`src/rtl/cpu_types_pkg.sv`:
```
// Shared pipeline types: register selects, hazard cause encoding and the
// perf-counter width used by the hazard controller.
package cpu_types_pkg;

  localparam int HZ_PERF_W = 32;

  typedef logic [4:0] regbits_t;

  typedef enum logic [2:0] {
    HZ_NONE     = 3'd0,
    HZ_DMEM     = 3'd1,
    HZ_REDIRECT = 3'd2,
    HZ_LOADUSE  = 3'd3,
    HZ_IMISS    = 3'd4
  } hazard_cause_t;

endpackage

```
`src/rtl/load_scoreboard.sv`:
```
// Per-register countdown of loads still in flight after EX; hit flags an ID
// source that names a register whose load data is not yet forwardable.
module load_scoreboard #(
  parameter int NREGS    = 32,
  parameter int RW       = 5,
  parameter int LOAD_LAT = 0
) (
  input  logic          CLK,
  input  logic          nRST,
  input  logic          set,
  input  logic [RW-1:0] set_sel,
  input  logic          adv,
  input  logic [RW-1:0] rsel1,
  input  logic [RW-1:0] rsel2,
  input  logic [1:0]    used,
  output logic          hit
);

  generate
    if (LOAD_LAT > 0) begin : g_sb
      localparam int CW = $clog2(LOAD_LAT + 1);
      localparam logic [CW-1:0] LAT = CW'(LOAD_LAT);

      logic [CW-1:0] cnt [1:NREGS-1];

      // Counters only move when the load's stage advances; a fresh set wins.
      always_ff @(posedge CLK or negedge nRST) begin
        if (!nRST) begin
          for (int r = 1; r < NREGS; r++) cnt[r] <= '0;
        end else if (adv) begin
          for (int r = 1; r < NREGS; r++) begin
            if (set && set_sel == RW'(r)) cnt[r] <= LAT;
            else if (cnt[r] != '0)        cnt[r] <= cnt[r] - CW'(1);
          end
        end
      end

      always_comb begin
        hit = 1'b0;
        for (int r = 1; r < NREGS; r++) begin
          if (cnt[r] != '0 &&
              ((rsel1 == RW'(r) && used[0]) || (rsel2 == RW'(r) && used[1])))
            hit = 1'b1;
        end
      end
    end else begin : g_no_sb
      logic unused_sb;
      assign unused_sb = ^{CLK, nRST, set, set_sel, adv, rsel1, rsel2, used};
      assign hit = 1'b0;
    end
  endgenerate

endmodule

```
`src/rtl/hazard_ctrl.sv`:
```
// Pipeline hazard controller: priority-encodes dcache freeze, redirect flush,
// load-use stall and icache bubble. Define HAZ_PERF_EN for perf counters.
module hazard_ctrl
  import cpu_types_pkg::*;
#(
  parameter int NREGS    = 32,
  parameter int RW       = 5,
  parameter int LOAD_LAT = 0
) (
  input  logic                 CLK,
  input  logic                 nRST,
  input  logic [RW-1:0]        rsel1_id,
  input  logic [RW-1:0]        rsel2_id,
  input  logic [1:0]           rs_used_id,
  input  logic                 memread_ex,
  input  logic                 regwrite_ex,
  input  logic [RW-1:0]        wsel_ex,
  input  logic                 dmem_req,
  input  logic                 dhit,
  input  logic                 ihit,
  input  logic                 redirect_ex,
  output logic                 pc_en,
  output logic                 ifid_en,
  output logic                 ifid_flush,
  output logic                 idex_en,
  output logic                 idex_flush,
  output logic                 exmem_en,
  output logic                 memwb_en,
  output logic [2:0]           cause,
  output logic [HZ_PERF_W-1:0] perf_loaduse,
  output logic [HZ_PERF_W-1:0] perf_dmem,
  output logic [HZ_PERF_W-1:0] perf_flush
);

  hazard_cause_t cause_c;
  logic          ex_load;
  logic          ex_hz;
  logic          sb_hz;

  assign ex_load = memread_ex && regwrite_ex && (wsel_ex != '0);
  assign ex_hz   = ex_load &&
                   ((rsel1_id == wsel_ex && rs_used_id[0]) ||
                    (rsel2_id == wsel_ex && rs_used_id[1]));

  load_scoreboard #(
    .NREGS   (NREGS),
    .RW      (RW),
    .LOAD_LAT(LOAD_LAT)
  ) u_sb (
    .CLK    (CLK),
    .nRST   (nRST),
    .set    (ex_load),
    .set_sel(wsel_ex),
    .adv    (exmem_en),
    .rsel1  (rsel1_id),
    .rsel2  (rsel2_id),
    .used   (rs_used_id),
    .hit    (sb_hz)
  );

  // A frozen EX keeps its redirect, so the dcache freeze outranks it.
  always_comb begin
    pc_en      = 1'b1;
    ifid_en    = 1'b1;
    ifid_flush = 1'b0;
    idex_en    = 1'b1;
    idex_flush = 1'b0;
    exmem_en   = 1'b1;
    memwb_en   = 1'b1;
    cause_c    = HZ_NONE;
    if (!nRST) begin
      pc_en      = 1'b0;
      ifid_en    = 1'b0;
      idex_en    = 1'b0;
      exmem_en   = 1'b0;
      memwb_en   = 1'b0;
      ifid_flush = 1'b1;
      idex_flush = 1'b1;
    end else if (dmem_req && !dhit) begin
      pc_en    = 1'b0;
      ifid_en  = 1'b0;
      idex_en  = 1'b0;
      exmem_en = 1'b0;
      memwb_en = 1'b0;
      cause_c  = HZ_DMEM;
    end else if (redirect_ex) begin
      ifid_en    = 1'b0;
      ifid_flush = 1'b1;
      idex_flush = 1'b1;
      cause_c    = HZ_REDIRECT;
    end else if (ex_hz || sb_hz) begin
      pc_en      = 1'b0;
      ifid_en    = 1'b0;
      idex_flush = 1'b1;
      cause_c    = HZ_LOADUSE;
    end else if (!ihit) begin
      pc_en      = 1'b0;
      ifid_flush = 1'b1;
      cause_c    = HZ_IMISS;
    end
  end

  assign cause = cause_c;

`ifdef HAZ_PERF_EN
  logic [HZ_PERF_W-1:0] cnt_lu, cnt_dm, cnt_fl;

  always_ff @(posedge CLK or negedge nRST) begin
    if (!nRST) begin
      cnt_lu <= '0;
      cnt_dm <= '0;
      cnt_fl <= '0;
    end else begin
      if (cause_c == HZ_LOADUSE  && cnt_lu != '1) cnt_lu <= cnt_lu + HZ_PERF_W'(1);
      if (cause_c == HZ_DMEM     && cnt_dm != '1) cnt_dm <= cnt_dm + HZ_PERF_W'(1);
      if (cause_c == HZ_REDIRECT && cnt_fl != '1) cnt_fl <= cnt_fl + HZ_PERF_W'(1);
    end
  end

  assign perf_loaduse = cnt_lu;
  assign perf_dmem    = cnt_dm;
  assign perf_flush   = cnt_fl;
`else
  assign perf_loaduse = '0;
  assign perf_dmem    = '0;
  assign perf_flush   = '0;
`endif

endmodule

```
`config.mk`:
```
export PLATFORM = sky130hd
export DESIGN_NAME = hazard_ctrl
export DESIGN_NICKNAME = d
export VERILOG_FILES = /design/src/rtl/cpu_types_pkg.sv /design/src/rtl/load_scoreboard.sv /design/src/rtl/hazard_ctrl.sv
export SDC_FILE = /design/constraint.sdc
export NUM_CORES = 1
export LEC_CHECK = 0
export ABC_CLOCK_PERIOD_IN_PS = 1600
export CAP_MARGIN = 10
export CORE_ASPECT_RATIO = 1.5
export CORE_MARGIN = 3
export CORE_UTILIZATION = 27
export DETAILED_ROUTE_END_ITERATION = 16
export PLACE_DENSITY = 0.83
export SYNTH_ARGS = -nofsm -noshare
export SYNTH_HDL_FRONTEND = slang
export SYNTH_HIERARCHICAL = 1
export SYNTH_SLANG_ARGS = --single-unit
```
`constraint.sdc`:
```
create_clock -name vclk -period 1.6
set_clock_uncertainty 0.2 [all_clocks]
set_input_delay 0.16 -clock vclk [all_inputs]
set_output_delay 0.16 -clock vclk [all_outputs]
set_load 0.005 [all_outputs]
```
==> flow_summary.json <==
{
  "status": "finished, violations left",
  "violations": "negative setup slack",
  "die_area_mm2": 0.00462,
  "diodes": 0,
  "drv_cap": 0,
  "synth-xor-area-share": 0.0848,
  "critPathKind": "primary input to primary output",
  "critPathArrivalTime_ns": 1.37,
  "synthMuxAreaShare": 0,
  "dp_hpwl_um": 1840,
  "rsz0062_at_grt": "yes",
  "ys_warn_count": 6,
  "syn_area_mm2": 0.00103,
  "hold_violations": 0,
  "crit_start": "wsel_ex[2]",
  "grtUsageTotal": 0.0642,
  "start_kind": "primary input",
  "cp.depth": 7,
  "avgViaCountPerCell": 3.42,
  "die_w_um": 56.5,
  "regArea_um2": 0,
  "n_clock_buffer": 0,
  "layout_setup_ws_ns": -0.134,
  "cpPeakStageDelay_ns": 0.37,
  "grt_pass1_vias": 572,
  "path_max_fanout": 5,
  "synth_top_family_by_area": "buffers and inverters",
  "vdd_drop_max_mv": 0.0705,
  "io_buffers": 34,
  "rows": 26,
  "synthAdderAreaFrac": 0,
  "holdCritPathClass": "primary input to primary output",
  "critPathBufInv": 3,
  "area_delta_synth_final_pct": 8.73,
  "synth-seq-area-share": 0,
  "setup_viol_count_final": 7,
  "dp_slack_ns": -0.986,
  "cp_top_family": "compound AO/OA/AOI/OAI gates",
  "globalRouteOverflowTotal": 0,
  "path_common_cell": "buf_6",
  "grt_pass1_wl_um": 2390,
  "seq_cells": 0,
  "utilization": 0.317,
  "slew_violations": 0,
  "timing.critical_path.to": "idex_flush",
  "final_layout_size_suffix_gt1_frac": 0.193,
  "wl_per_cell_um": 9.05,
  "synth_cell_types": 24,
  "route.detailed.drc": 0,
  "synth_area_per_cell_um2": 7.22,
  "dr_total_vias": 762,
  "cp_cell_sequence": "buf_6 > or3_4 > o311a_4 > buf_6 > nand2_4 > o221ai_2 > buf_2",
  "initial_core_util": 0.291,
  "cp_slowest_cell": "or3_4",
  "yosys.area_share.simple": 0.0764,
  "nNetsFinal": 208,
  "firstDrtPassIters": 3,
  "max_freq_ghz": 0.577,
  "syn_inst": 143,
  "antenna_found_initial": 0,
  "most-common-layout-cells": "conb_1, dlygate4sd2_1, xnor2_1",
  "finalCritPeriodShare": 1.08,
  "ant_nets": 0,
  "cellLeakagePower_uw": 0.000637,
  "end_kind": "primary output",
  "fillers": 377,
  "core-area_mm2": 0.00355,
  "drt-total-wl_um": 2020,
  "globalplace.congestion": 0.821,
  "drt_iter0_markers": 3,
  "critPathRequiredTime_ns": 1.24,
  "post-route-min-period_ns": 1.73,
  "io_pins": 131,
  "fp.dieH_um": 81.7,
  "final_common_cell": "conb_1",
  "holdBufCountCts": 0,
  "synth_compound_area_frac": 0.0970,
  "grt_max_degree": 6,
  "power.density_mw_per_mm2": 214
}
through the flow:
step | hold WS (ns) | total power, µW | instance area [µm²] | setup TNS, ns | cells
2_1_floorplan | 0.150 | 286 | 1390 | 0 | 238
3_3_place_gp | 1.18 | 231 | 1090 | -7.56 | 222
3_5_place_dp | 1.18 | 235 | 1090 | -7.77 | 222
4_1_cts | 0.712 | 225 | 1080 | -1.10 | 222
5_1_grt | 0.539 | 265 | 1120 | -0.995 | 223
6_report | 0.512 | 240 | 1120 | -0.692 | 223
how the worst min path moves through the flow:
| stage | start | to | slack, ns | cells past startpoint |
|---|---|---|---|---|
| final | ihit | cause[2] | 0.51 | 4 |
| after global routing | ihit | cause[2] | 0.54 | 4 |
| after CTS | wsel_ex[0] | cause[2] | 0.71 | 5 |
| after detailed placement | ihit | cause[2] | 1.18 | 4 |
| after global placement | ihit | cause[2] | 1.18 | 4 |
| after floorplan | ihit | cause[2] | 0.15 | 1 |
routing by layer:
| metal | up-vias | share of wire | GRT usage |
|---|---|---|---|
| met4 | 0 | 0.019 | 0.0119 |
| met1 | 320 | 0.21 | 0.0510 |
| met5 | - | 0 | 0 |
| li1 | 338 | - | - |
| met3 | 4 | 0.21 | 0.00943 |
| met2 | 100 | 0.56 | 0.153 |
Yosys cell counts:
library cell  instances  share of area
o22a_1                1         0.0085
or3_1                 2          0.012
o221ai_1              1         0.0085
a2bb2oi_1             1         0.0085
o21ai_1               1         0.0048
a21oi_1               1         0.0048
o22ai_1               1         0.0061
clkbuf_1              1         0.0036
nand4_1               2          0.012
nand2b_1              1         0.0061
buf_6                 1          0.011
conb_1                2         0.0073
o21bai_1              1         0.0073
buf_4                99           0.72
o311a_1               1         0.0097
and2_1                1         0.0061
xnor2_1              10          0.085
a211oi_1              1         0.0073
nor2b_1               1         0.0061
a21boi_0              1         0.0073
o21ai_0               5          0.024
nor2_1                1         0.0036
nand2_1               6          0.022
nand4b_1              1         0.0085
cells by family after synthesis:
kind of cell,Yosys count
buf+inv,101
xor+xnor,10
compound gates,15
simple gates,15
other cells,2
repair_timing:
| action | in CTS | in global routing |
|---|---|---|
| setup endpoints to repair | 10 | 7 |
| resized for setup | 72 | 15 |
| gates cloned | 0 | 0 |
| setup buffers | 1 | 1 |
| pin swaps | 17 | 13 |
report_power, final:
part | internal [µW] | switching, µW | total [µW]
Sequential | 0 | 0 | 0
Combinational | 109 | 131 | 240
Clock | 0 | 0 | 0
Total | 109 | 131 | 240
cell type report:
class / count / area (µm²) / share of cell area
tap: 42 / 52.6 / 0.0468
multi-input combinational: 137 / 706 / 0.629
timing repair buffer: 44 / 364 / 0.324
Note: power is estimated with default switching activity, not from simulation.
